## src/rtl/game_sequencer.sv

```systemverilog
// game_sequencer: debounced buttons, game FSM, player/bullet/score and enemy pacing for the VGA shooter
module game_sequencer #(
  parameter int DEB_CYCLES  = 227800,
  parameter int SCREEN_W    = 640,
  parameter int PLAYER_W    = 32,
  parameter int PLAYER_Y    = 448,
  parameter int PLAYER_STEP = 4,
  parameter int BULLET_STEP = 8,
  parameter int ENEMY_DIV   = 30
) (
  input  logic       CLK22_78MHZ,
  input  logic       rstN,
  input  logic       pbR,
  input  logic       pbL,
  input  logic       pbG,
  input  logic       frame_start,
  input  logic       hit_enemy,
  input  logic       enemy_reached,
  input  logic [5:0] enemies_left,
  output logic [1:0] state,
  output logic [9:0] player_x,
  output logic       bullet_active,
  output logic [9:0] bullet_x,
  output logic [9:0] bullet_y,
  output logic       enemy_step,
  output logic [9:0] score
);
  localparam int DW = $clog2(DEB_CYCLES + 1);
  localparam int FW = $clog2(ENEMY_DIV + 1);
  localparam logic [9:0] X_MAX  = 10'(SCREEN_W - PLAYER_W);
  localparam logic [9:0] X_MID  = 10'((SCREEN_W - PLAYER_W) / 2);
  localparam logic [9:0] P_STEP = 10'(PLAYER_STEP);
  localparam logic [9:0] B_STEP = 10'(BULLET_STEP);
  localparam logic [9:0] B_Y    = 10'(PLAYER_Y);
  localparam logic [9:0] B_OFF  = 10'(PLAYER_W / 2 - 1);
  typedef enum logic [1:0] {IDLE = 2'b00, PLAY = 2'b01, WIN = 2'b10, LOSE = 2'b11} state_t;
  state_t r_state, w_next;
  logic [2:0] w_pin, w_deb, w_press;
  logic [9:0] r_px, r_bx, r_by, r_score, w_px_next, w_score_inc;
  logic [FW-1:0] r_fcnt;
  logic r_bact, r_step, w_rgt, w_lft, w_exit, w_g;
  assign w_pin = {pbG, pbL, pbR};
  // Per button: 2-FF synchronizer, then a level accepted only after DEB_CYCLES differing samples
  for (genvar b = 0; b < 3; b++) begin : g_deb
    logic r_s1, r_s2, r_lvl, r_lvl_q;
    logic [DW-1:0] r_cnt;
    always_ff @(posedge CLK22_78MHZ or negedge rstN)
      if (!rstN) begin
        r_s1    <= 1'b1;
        r_s2    <= 1'b1;
        r_lvl   <= 1'b1;
        r_lvl_q <= 1'b1;
        r_cnt   <= '0;
      end else begin
        r_s1    <= w_pin[b];
        r_s2    <= r_s1;
        r_lvl_q <= r_lvl;
        if (r_s2 == r_lvl) r_cnt <= '0;
        else if (r_cnt == DW'(DEB_CYCLES - 1)) begin
          r_lvl <= r_s2;
          r_cnt <= '0;
        end else r_cnt <= r_cnt + 1'b1;
      end
    assign w_deb[b]   = r_lvl;
    assign w_press[b] = r_lvl_q & ~r_lvl;
  end
  assign w_g   = w_press[2];
  assign w_rgt = ~w_deb[0] & w_deb[1];
  assign w_lft = ~w_deb[1] & w_deb[0];
  assign w_exit = enemy_reached | (enemies_left == 6'd0);
  assign w_px_next = w_rgt ? ((r_px >= X_MAX - P_STEP) ? X_MAX : r_px + P_STEP) :
                     w_lft ? ((r_px < P_STEP) ? 10'd0 : r_px - P_STEP) : r_px;
  assign w_score_inc = (r_score >= 10'd999) ? 10'd999 : r_score + 10'd1;
  always_comb begin
    w_next = r_state;
    case (r_state)
      IDLE:    w_next = w_g ? PLAY : IDLE;
      PLAY:    w_next = enemy_reached ? LOSE : (enemies_left == 6'd0) ? WIN : PLAY;
      default: w_next = w_g ? IDLE : r_state;
    endcase
  end
  always_ff @(posedge CLK22_78MHZ or negedge rstN)
    if (!rstN) r_state <= IDLE;
    else r_state <= w_next;
  always_ff @(posedge CLK22_78MHZ or negedge rstN)
    if (!rstN) begin
      r_px    <= X_MID;
      r_bact  <= 1'b0;
      r_bx    <= '0;
      r_by    <= '0;
      r_step  <= 1'b0;
      r_score <= '0;
      r_fcnt  <= '0;
    end else begin
      r_step <= 1'b0;
      if (r_state == IDLE && w_g) begin
        r_px    <= X_MID;
        r_score <= '0;
        r_bact  <= 1'b0;
        r_fcnt  <= '0;
      end else if (r_state == PLAY) begin
        if (w_exit) r_bact <= 1'b0;
        else begin
          if (frame_start) begin
            r_px   <= w_px_next;
            r_fcnt <= (r_fcnt == FW'(ENEMY_DIV - 1)) ? '0 : r_fcnt + 1'b1;
            r_step <= (r_fcnt == FW'(ENEMY_DIV - 1));
          end
          // A hit retires the bullet before any frame move; firing needs an idle bullet
          if (r_bact && hit_enemy) begin
            r_bact  <= 1'b0;
            r_score <= w_score_inc;
          end else if (r_bact && frame_start) begin
            if (r_by < B_STEP) r_bact <= 1'b0;
            else r_by <= r_by - B_STEP;
          end else if (!r_bact && w_g) begin
            r_bact <= 1'b1;
            r_bx   <= r_px + B_OFF;
            r_by   <= B_Y;
          end
        end
      end
    end
  assign state         = r_state;
  assign player_x      = r_px;
  assign bullet_active = r_bact;
  assign bullet_x      = r_bx;
  assign bullet_y      = r_by;
  assign enemy_step    = r_step;
  assign score         = r_score;
endmodule

```

## config.mk

```make
export PLATFORM = sky130hd
export DESIGN_NAME = game_sequencer
export DESIGN_NICKNAME = d
export VERILOG_FILES = /design/src/rtl/game_sequencer.sv
export SDC_FILE = /design/constraint.sdc
export NUM_CORES = 1
export LEC_CHECK = 0
export CAP_MARGIN = 20
export CELL_PAD_IN_SITES_DETAIL_PLACEMENT = 1
export CELL_PAD_IN_SITES_GLOBAL_PLACEMENT = 1
export CORE_MARGIN = 10
export CORE_UTILIZATION = 48
export DETAILED_ROUTE_END_ITERATION = 8
export PLACE_DENSITY = 0.95
export SLEW_MARGIN = 20
export SYNTH_ARGS = -nofsm -noshare
export SYNTH_HDL_FRONTEND = slang
export SYNTH_SLANG_ARGS = --single-unit
```

## constraint.sdc

```tcl
create_clock -name CLK22_78MHZ -period 6.27 [get_ports CLK22_78MHZ]
set_input_delay 1.254 -clock CLK22_78MHZ [delete_from_list [all_inputs] [get_ports CLK22_78MHZ]]
set_output_delay 1.254 -clock CLK22_78MHZ [all_outputs]
set_load 0.05 [all_outputs]
```

==> run summary, run 1 <==
The port buffer count came out at 52. Dividing the detail-routed wire length by the instance count gives 18.70 um. In the layout the commonest cells are dfrtp_1 (94), nor2_1 (83), clkdlybuf4s50_1 (51). STA classifies the critical path startpoint as a register. The number of buffers inserted by hold repair at cts came out at 0. The startpoint of the lowest-slack register-to-register path is player_x[2]$_DFFE_PN0P_. The finished layout holds 787 standard cells, fillers aside. During synthesis, Yosys emitted a total of 0 warnings. The final-report hold violation count came to 0. Sequential cells account for 50.3% of the total power. Traced cell by cell, the critical path runs through clkdlybuf4s50_1. The final route contains 4623 vias. The fmax came out at 313.2 MHz.

Dividing the detail-routed via count by the number of cells gives 5.874. The synthesized flop and latch total is 107. The power spent charging and discharging nets came out at 0.3126 mW.

The number of synthesized flops with an enable pin came out at 0. The max-slew violation total from the final report came out at 0. The worst slew slack as a fraction of its limit came out at 45.64%.

The number of global-route vias before repair is 5001. The slowest stage of the critical path belongs to the cell clkdlybuf4s50_1. The count of final setup violators is 0.

The clock drives 107 sinks. The detailed placer's ending HPWL is 10.42 mm. By startpoint and endpoint, the worst setup path is classified as reg -> out. The path category of the worst min-delay check is reg -> reg.

The worst-case register-to-register setup slack came out at 3.74 ns. The antenna cell count is 0. In this run, distinct cell masters in the synthesized netlist total 65. The number of DRC markers in iteration 0 came out at 293. The arrival time reported for the critical path endpoint came out at 1.94 ns. The maximum resistive drop on vdd is 209.8 uV. Of the cells placed in the final design, the portion with a size suffix greater than 1 is 6.832%. The kind of end point of the critical path is a primary output. The total power per unit cell area is 212.9 nW/um^2.

The leakage power is 2.717 nW. The overall die width is 128.4 um. At the later pin of the worst-skew pair, clock insertion delay measures 0.37 ns. The worst register-to-register path ends at player_x[8]$_DFFE_PN1P_.

In this run, placement finished with an instance count of 771. The die footprint is 16500 um^2. At the pin with the least slew margin, the transition time is 0.8086 ns. The tree is rooted in a clkbuf_16. The total routing usage reported by global routing is 18.31%.

Row generation in the floorplan step produced 39 rows. The net count of the finished layout is 664. The run finished with clean final reports. The worst reg-to-reg path cell count is 7. The number of DRC violations after detailed routing is 0. The layout has 1293 filler cells.

The period utilization came out at 50.92%. The last weighted congestion value of the routability-driven placer came out at 0.8422. The final sum of negative setup slack is 0 ns.

The number of clock buffers inserted by TritonCTS is 9. The CTS tree is yes. The cell depth of the worst min-delay path is 0. Broken down by cell family, the worst path's largest delay share belongs to buffers and inverters. The overflow left after global routing is 0. The number of buffers added for setup after CTS is 0. The post-detailed-route count of antenna-violating nets came out at 0.

The synthesized area divided by synthesized cell count came out at 9.407 um^2. The sequential-to-total area share from yosys stat came out at 47.73%. The maximum count of clock buffers along a single path came out at 2.

In this run switching power makes up 22.35% of total power. The clock group share of total power came out at 45.9%. For this run, the leading register cell type out of synthesis is dfrtp_1. Clock-pin slew was measured on the worst setup and hold paths at 0.08 ns. Internal power comes to 1.086 mW. The pin count of the biggest net entering global routing came out at 60. The number of antenna violations at the first check in global routing is 0.

The first-pass iteration count of the detailed router came out at 4. The share of async-settable or async-resettable flops after synthesis came out at 100.0%. The number of H-tree levels is 3. The post-synth design cell area came out at 5644 um^2. The path with the worst hold slack has its endpoint at g_deb[2].r_s2$_DFF_PN1_. The tightest hold margin is 0.3591 ns. The number of gates resized after cts came out at 0.

The wire length of the first global-routing pass is 24.90 mm. The endpoint required time on the critical path is 5.02 ns. Of all nets on the critical path, the largest fanout is 17. The longest individual stage delay on the worst path is 0.87 ns. The worst hold path begins at g_deb[2].r_s1$_DFF_PN1_. The y dimension of the die came out at 128.4 um. The count of max-cap constraint violations is 0.

The total core area came out at 11470 um^2. The synthesis-to-layout area growth is 16.38%. In this run, the combinational gates consume 3.7% of the power. The largest clock skew in the final design came out at 0.01054 ns.

Setup repair after global routing left no endpoint under its margin. The initial utilization of the core area, before any placement, comes to 49.22%. Summed over all layers, the routed wires come to 14.72 mm.

Leaving out fill and tap cells, the most frequent cell in the layout is dfrtp_1. The number of buffers and inverters on the critical path is 1. The number of cells produced by synthesis is 600. The worst path needs 3.193 ns of the cycle, external delays included.

The number of placed I/O pins came out at 58.
layer usage:
metal  routed length [um]  share of wire, %  vias up  GRT usage, %
li1                     -                 -     2163             -
met1                 6118                42     2358         20.97
met2                 7575                51       77         31.92
met3                  702               4.8       25         4.353
met4                  318               2.2        0         7.881
met5                    0                 0        -             0
power groups by stage:
stage               logic (mW)  clock network [mW]  registers [mW]
finish                  0.0522               0.642           0.704
global route            0.0587               0.680           0.705
CTS                     0.0534               0.651           0.704
detailed placement      0.0530                   0           0.717
global placement        0.0503                   0           0.717
floorplan               0.0270                   0           0.716
cell usage after synthesis (6+ instances only):
| master | number | area share [%] |
|---|---|---|
| a21oi_1 | 13 | 1.2 |
| or3_1 | 6 | 0.67 |
| o31ai_1 | 6 | 0.80 |
| xnor2_1 | 32 | 5.0 |
| nor3_1 | 27 | 2.4 |
| nand2b_1 | 12 | 1.3 |
| buf_4 | 6 | 0.80 |
| and2_1 | 8 | 0.89 |
| nor2_1 | 83 | 5.5 |
| o21ai_0 | 29 | 2.6 |
| and3_1 | 7 | 0.78 |
| nand3_1 | 41 | 3.6 |
| and4_1 | 8 | 1.2 |
| xor2_1 | 26 | 4.0 |
| dfrtp_1 | 94 | 42 |
| dfstp_2 | 13 | 6.1 |
| nand2_1 | 50 | 3.3 |
| nand4_1 | 11 | 1.2 |
| ha_1 | 11 | 2.4 |
| clkbuf_1 | 19 | 1.3 |
| inv_1 | 18 | 1.2 |
kinds of logic after synthesis:
logic type	after synthesis	synth area share, %
AND/OR/NAND/NOR	281	25.52
multiplexers	4	0.7537
other	1	0.06644
buffers and inverters	48	3.680
XOR/XNOR	58	9.000
adder cells (fa/ha/maj)	11	2.438
flip-flops	107	47.73
AO/OA/AOI/OAI	90	10.82
registers in the layout, summed over array words and instances, names as in the netlist:
register	count
bullet_active	1
bullet_x	9
bullet_y	7
enemy_step	1
g_deb.r_cnt	54
g_deb.r_lvl	3
g_deb.r_lvl_q	1
g_deb.r_s1	3
g_deb.r_s2	3
player_x	8
r_fcnt	5
score	10
state	2
worst max path at each step:
| stage | endpoint | from | slack (ns) | depth (start not counted) |
|---|---|---|---|---|
| after floorplan | player_x[7]$_DFFE_PN0P_ | enemy_reached | 3.63 | 5 |
| after global placement | bullet_x[4]$_DFFE_PN0P_ | enemy_reached | 2.92 | 6 |
| after global routing | player_x[4] | player_x[4]$_DFFE_PN1P_ | 3.04 | 1 |
| after detailed placement | bullet_x[4]$_DFFE_PN0P_ | enemy_reached | 2.87 | 6 |
| final | player_x[4] | player_x[4]$_DFFE_PN1P_ | 3.08 | 1 |
| after CTS | player_x[4] | player_x[4]$_DFFE_PN1P_ | 3.08 | 1 |
stage by stage:
| stage | worst slack, ns | area, um^2 | power, mW | util, % |
|---|---|---|---|---|
| floorplan | 3.631 | 5659 | 0.7428 | - |
| global placement | 2.921 | 6231 | 0.7669 | 54.34 |
| detailed placement | 2.868 | 6231 | 0.7702 | 54.34 |
| CTS | 3.078 | 6569 | 1.408 | 57.28 |
| global route | 3.039 | 6569 | 1.444 | 57.28 |
| finish | 3.077 | 6569 | 1.399 | 57.28 |
final cells by class:
type	instances	area, um^2	share of cell area, %
clock buffer	11	252.7	3.848
multi-input combinational	449	2758	41.98
timing repair buffer	54	533.0	8.114
tap	143	178.9	2.724
sequential	107	2694	41.01
inverter	18	67.56	1.029
clock inverter	5	85.08	1.295
worst reg2reg max path: stages, from the launching register on:
cell     delay (ns)
dfrtp_1        0.53
inv_1          0.18
ha_1           0.35
or4b_1         0.52
or4b_1         0.52
a21oi_1        0.16
a21oi_1        0.08
o21ai_1        0.13
Power figures use the tool's default switching activity.
==> run 2, diff against run 1 <==
--- a/config.mk
+++ b/config.mk
@@ -9,9 +9,9 @@
 export CELL_PAD_IN_SITES_DETAIL_PLACEMENT = 1
 export CELL_PAD_IN_SITES_GLOBAL_PLACEMENT = 1
 export CORE_MARGIN = 10
-export CORE_UTILIZATION = 48
+export CORE_UTILIZATION = 44
 export DETAILED_ROUTE_END_ITERATION = 8
-export PLACE_DENSITY = 0.95
+export PLACE_DENSITY = 0.89
 export SLEW_MARGIN = 20
 export SYNTH_ARGS = -nofsm -noshare
 export SYNTH_HDL_FRONTEND = slang
==> constraint.sdc (replaced) <==
create_clock -name CLK22_78MHZ -period 2.99 [get_ports CLK22_78MHZ]
set_input_delay 0.598 -clock CLK22_78MHZ [delete_from_list [all_inputs] [get_ports CLK22_78MHZ]]
set_output_delay 0.598 -clock CLK22_78MHZ [all_outputs]
set_load 0.05 [all_outputs]
==> run 2 against run 1 <==
Net effect:
- critical path depth unchanged
- first-iteration DRC count up 9.2%
- clock power up 92%
- sequential share of layout area down 0.33 points
- clock skew down 0.00093 ns
==> run summary, run 2 (synthesized netlist as in run 1, its figures left out) <==
The total routing usage reported by global routing came out at 17.06%. The count of final setup violators came out at 0. The worst-skew pair later-pin latency is 0.36 ns. The leakage power is 2.736 nW. The flip-flop count of the largest register after layout is 54. The total chip power is 2.816 mW.

Of the available clock period, the critical path in the final layout requires 85.56%. Buffers placed on the I/O ports in this run total 52. The mean number of vias per cell came out at 5.636. Clock-pin slew was measured on the worst setup and hold paths at 0.07 ns. The slowest stage of the critical path belongs to the cell clkdlybuf4s50_1. The tree built by TritonCTS fans out to 107 sinks. In the routed design, unresolved DRC markers number 0. The fmax came out at 390.9 MHz.

The wire length of the first global-routing pass came out at 25.27 mm. The final-report hold violation count came out at 0. The count of max-cap constraint violations came out at 0. The last weighted congestion value of the routability-driven placer came out at 0.8484. The worst pin sits at a relative slew slack of 43.66%. After clock tree synthesis, the setup repair step added 0 buffers.

The signal on the critical path passes through clkdlybuf4s50_1. The filler cells instantiated in the layout total 1455. The count of nets left with antenna violations once routing finished came out at 0. The floorplan step defined a core boundary enclosing 12570 um^2. Before antenna repair, the detailed router went through 4 iterations. Post-CTS repair changed the size of 0 cells. The number of global-route vias before repair is 4883. Setup repair after global routing left no endpoint under its margin. The endpoint required time on the critical path came out at 2.39 ns. The overall die width came out at 133.3 um. The worst setup path is captured at a primary output.

In this run the worst hold path is classified as in -> async. The number of DRC markers in iteration 0 is 320. Grouping stages by cell kind, the critical path spends the most delay in buffers and inverters. The starting density of the core came out at 44.91%.

The shortest clock period the worst path allows after layout is 2.558 ns. The largest clock skew in the final design came out at 0.009604 ns. Once detailed placement completed, the half-perimeter wirelength came to 10.70 mm. In this run, post-CTS hold repair placed 0 buffers.

The share of post-route cells with drive strength above 1 is 7.396%. The register cell area after layout is 2694 um^2. The net count of the finished layout is 669. The run finished with clean final reports. The longest individual stage delay on the worst path came out at 0.87 ns.

The library cells used most frequently in the layout, excluding fill and tap cells, are dfrtp_1 (94), nor2_1 (83), clkdlybuf4s50_1 (51). For the worst setup path, the data arrival time is 1.96 ns. The number of standard-cell rows in the floorplan is 41. The CTS tree is yes.

The pin slew with the least headroom to its limit is 0.8451 ns. The number of antenna violations at the first check in global routing is 0. The area growth from synthesis to layout is 17.34%. The maximum resistive drop on vdd came out at 255.4 uV. The number of clock buffers inserted by TritonCTS came out at 9. The category of the worst setup path launch point is a register. The antenna cell count came out at 0. The maximum count of clock buffers along a single path came out at 2. The worst path buffer plus inverter count came out at 1. The total power per unit cell area is 425.2 nW/um^2.

The detail-routed net length per standard cell came out at 18.07 um. The final sum of negative setup slack is 0 ns. The multi-input gate area in the final layout came out at 2758 um^2. The max-slew violation total from the final report came to 0.

The library cell used most frequently in the layout, excluding fill and tap cells, is dfrtp_1. The root buffer cell is clkbuf_16. The number of vias in the routed layout is 4627. Entering global routing, the biggest net connects 66 pins. The total routed wirelength is 14.84 mm. In this run the vertical extent of the chip is 133.3 um. The critical path is of the reg -> out type. The final core area utilization is 52.69%. For this design the top-level I/O count stands at 58. More flip-flops sit in one register than any other, and that register is g_deb.r_cnt. The die covers 17760 um^2. The H-tree was split into 3 levels. The top fanout value on the critical path came out at 17. The overflow left after global routing came out at 0.
[run 2: layout make-up]
cell class                 count  area share [%]
multi-input combinational    449           41.64
sequential                   107           40.68
timing repair buffer          59           8.804
clock buffer                  12           3.873
tap                          172           3.250
inverter                      18           1.020
clock inverter                 4          0.7368
[run 2: power breakdown]
part / switching [mW] / internal, mW
logic: 0.0804 / 0.0334
registers: 0.0126 / 1.46
clock network: 0.531 / 0.694
total: 0.624 / 2.19
[run 2: worst paths after layout]
check | start | end | slack (ns) | cells after the start
setup reg to reg | player_x[3]$_DFFE_PN0P_ | player_x[8]$_DFFE_PN1P_ | 0.65 | 7
hold / removal | rstN | score[3]$_DFFE_PN0P_ | 0.32 | 1
setup / recovery | player_x[4]$_DFFE_PN1P_ | player_x[4] | 0.43 | 1
min in group CLK22_78MHZ | g_deb[2].r_s1$_DFF_PN1_ | g_deb[2].r_s2$_DFF_PN1_ | 0.36 | 0
max in group asynchronous | rstN | g_deb[1].r_s1$_DFF_PN1_ | 1.88 | 2
hold reg to reg | g_deb[2].r_s1$_DFF_PN1_ | g_deb[2].r_s2$_DFF_PN1_ | 0.36 | 0
[run 2: per-layer routing]
| metal | routed length, um | GRT usage (%) |
|---|---|---|
| met5 | 0 | 0 |
| met4 | 226 | 5.200 |
| met2 | 7538 | 29.16 |
| met1 | 6384 | 20.42 |
| met3 | 686 | 4.624 |
[run 2: through the flow]
stage                     setup WS, ns  instance area, um^2  std cells  hold slack [ns]
final                           0.4319                 6623        821           0.3174
after global routing            0.3776                 6623        821           0.3651
after CTS                       0.4389                 6623        821           0.3589
after detailed placement        0.3181                 6317        805           0.3490
after global placement          0.3477                 6317        805           0.3489
after floorplan                 0.4794                 5659        604           0.3024
==> run 3, diff against run 2 <==
--- a/config.mk
+++ b/config.mk
@@ -8,7 +8,6 @@
 export CAP_MARGIN = 20
 export CELL_PAD_IN_SITES_DETAIL_PLACEMENT = 1
 export CELL_PAD_IN_SITES_GLOBAL_PLACEMENT = 1
-export CORE_MARGIN = 10
 export CORE_UTILIZATION = 44
 export DETAILED_ROUTE_END_ITERATION = 8
 export PLACE_DENSITY = 0.89
==> constraint.sdc (replaced) <==
create_clock -name CLK22_78MHZ -period 2.99 [get_ports CLK22_78MHZ]
set_input_delay 0.598 -clock CLK22_78MHZ [delete_from_list [all_inputs] [get_ports CLK22_78MHZ]]
set_output_delay 0.598 -clock CLK22_78MHZ [all_outputs]
set_load 0.01 [all_outputs]
==> run 3 against run 2 <==
Net effect:
- global-route usage rose by 7.3 points
- sequential power barely moved
- final area barely moved
- cell count rose by 0.24%
- maximum frequency rose by 8.3%
- critical endpoint is now bullet_y[9]$_DFFE_PN0P_
- largest cell class unchanged
==> run summary, run 3 (synthesized netlist as in run 1, its figures left out) <==
Final hold analysis gives a worst-case slack of 0.2766 ns. The y dimension of the die came out at 115.3 um. The top fanout value on the critical path came out at 12.

The overflow left after global routing is 0. The max-slew violation total from the final report was 0. The most frequent standard cell in the layout excluding fill and tap cells is dfrtp_1. The total routing usage reported by global routing came out at 24.40%.

The number of H-tree levels is 3. The maximum resistive drop on vdd is 463.5 uV. The worst-skew pair later-pin latency came out at 0.36 ns. The last weighted congestion value of the routability-driven placer is 0.8882. The clock passes through at most 2 buffers. The detail-routed net length per standard cell came out at 17.74 um. The arrival time reported for the critical path endpoint came out at 2.64 ns. On the critical path, the stage with the largest delay is an instance of or4_1. Static timing analysis puts the maximum clock frequency at 423.4 MHz. The run finished with clean final reports. The number of standard-cell rows in the floorplan came out at 41.

Headroom to the max-slew limit came out at 42.30%. The worst setup path is launched from an input pin. The portion of total power attributed to combinational logic is 3.7%. The total core area came out at 12570 um^2. The number of DRC markers in iteration 0 is 334.

The number of global-route vias before repair is 4924. The clock sink count is 107. The internal power of the cells is 2.154 mW. g_deb.r_cnt holds more flip-flops than any other register. For this design the ratio of total power to cell area is 422.6 nW/um^2. The start-to-end type of the worst setup path is in -> reg.

Once detailed placement completed, the half-perimeter wirelength came to 10.29 mm. After detailed routing, no signal wire sits above met5. The routed design has 14.60 mm of wire. In the layout the commonest cells are dfrtp_1 (94), nor2_1 (83), clkdlybuf4s50_1 (51). The mean number of vias per cell came out at 5.616. Counting the buffers created by CTS gives 9.

The finished cells cover 6621 um^2. The number of placed instances, taps included came out at 807. The number of placed I/O pins came out at 58. The filler cells instantiated in the layout total 1434. Walking the worst path, the cells encountered are clkdlybuf4s50_1, or3b_4, a21oi_4, o21ai_2, or4_1, a21oi_1. Setup total negative slack on the finished layout was measured at 0 ns.

The clock transition at the register clock pins on the worst setup and hold paths after CTS came out at 0.07 ns. The min-delay analysis places its worst path in the category in -> async. The sequential power share is 52.8%. TritonCTS built the clock tree.

The clock group share of total power came out at 43.5%. Input and output buffers added on the ports amount to 52. The number of buffers inserted by hold repair at cts is 0. The detail route stage leaves a number of antenna-violating nets equal to 0. The wire length on met2 is 7.685 mm. The antenna cell count came out at 0. The final-report hold violation count came to 0.

The routed metal-1 wire length is 6.096 mm. Data on the critical path is required at its endpoint by 3.27 ns. The pin count of the biggest net entering global routing came out at 53.

The number of antenna violations at the first check in global routing is 1. The largest single stage delay on the critical path is 0.50 ns. The share of post-route cells with drive strength above 1 came out at 7.834%. The starting density of the core is 44.91%. The floorplan step defined a die boundary enclosing 13280 um^2. The first global-routing pass estimated 24.97 mm of wire. The count of final setup violators is 0. Setup slack closes at 0.6283 ns.

The count of max-cap constraint violations came out at 0. The power spent charging and discharging nets is 0.6438 mW. Setup repair after global routing left no endpoint under its margin. The number of buffers added for setup after CTS is 0. The analysis attributes to cell leakage a power of 2.735 nW. The worst setup path is captured at a register.

The overall die width came out at 115.3 um. The register with the most flip-flops in the layout has 54 of them. The tree is rooted in a clkbuf_16.

The net count of the finished layout is 671. The number of gates resized after cts is 0. For this run, design rule violations remaining after detail routing come to 0. The share of total power consumed by net switching is 23.01%. The largest clock skew in the final design is 0.008144 ns. The placed standard-cell area is 6320 um^2. The synthesis-to-layout area growth came out at 17.31%.

The period utilization is 78.99%. The setup slack at placement is 0.3058 ns. The count of non-filler cells in the finished layout came out at 823. Summed over all nets, wire length on met3 after detailed routing comes to 543 um. The pin slew with the least headroom to its limit came out at 0.8584 ns. The first detailed-routing pass ran for 4 iterations. The number of vias in the routed layout is 4622. The shortest clock period the worst path allows after layout is 2.362 ns.
run 3: routing by layer:
layer / GRT usage (%) / vias up
li1: - / 2186
met1: 28.47 / 2348
met2: 43.57 / 62
met3: 6.378 / 24
met4: 7.965 / 2
met5: 0 / -
run 3: worst paths after layout:
path | start | end | slack (ns) | cells after the start
worst max register to register | player_x[3]$_DFFE_PN0P_ | player_x[8]$_DFFE_PN1P_ | 0.68 | 7
worst min register to register | g_deb[0].r_s1$_DFF_PN1_ | g_deb[0].r_s2$_DFF_PN1_ | 0.36 | 0
worst max-delay path | enemy_reached | bullet_y[9]$_DFFE_PN0P_ | 0.63 | 6
worst min-delay path | rstN | score[5]$_DFFE_PN0P_ | 0.28 | 1
min in group CLK22_78MHZ | g_deb[0].r_s1$_DFF_PN1_ | g_deb[0].r_s2$_DFF_PN1_ | 0.36 | 0
max in group asynchronous | rstN | g_deb[0].r_lvl$_DFFE_PN1P_ | 1.90 | 2
run 3: cell type report:
type                    instances  area, um^2  share of cell area, %
clock buffers                   9       225.2                  3.401
clock inverters                 7       76.32                  1.153
inverters                      18       67.56                  1.020
flip-flops and latches        107        2694                  40.68
well taps                     172       215.2                  3.250
repair buffers                 61       585.6                  8.844
multi-input cells             449        2758                  41.65
run 3: stage by stage:
stage / total power, mW / utilization [%]
2_1_floorplan: 1.546 / -
3_3_place_gp: 1.602 / 50.28
3_5_place_dp: 1.611 / 50.28
4_1_cts: 2.831 / 52.68
5_1_grt: 2.911 / 52.68
6_report: 2.798 / 52.68
run 3: power groups by stage:
stage | sequential [mW] | clock, mW | combinational (mW)
after global placement | 1.50 | 0 | 0.0997
after global routing | 1.48 | 1.31 | 0.118
final | 1.48 | 1.22 | 0.103
after CTS | 1.48 | 1.25 | 0.107
after detailed placement | 1.50 | 0 | 0.106
after floorplan | 1.50 | 0 | 0.0454
run 3: worst max-delay path, delay by kind of cell:
family / cells / cell delay, ns
simple gates: 2 / 0.95
compound gates: 3 / 0.62
buf+inv: 1 / 0.46
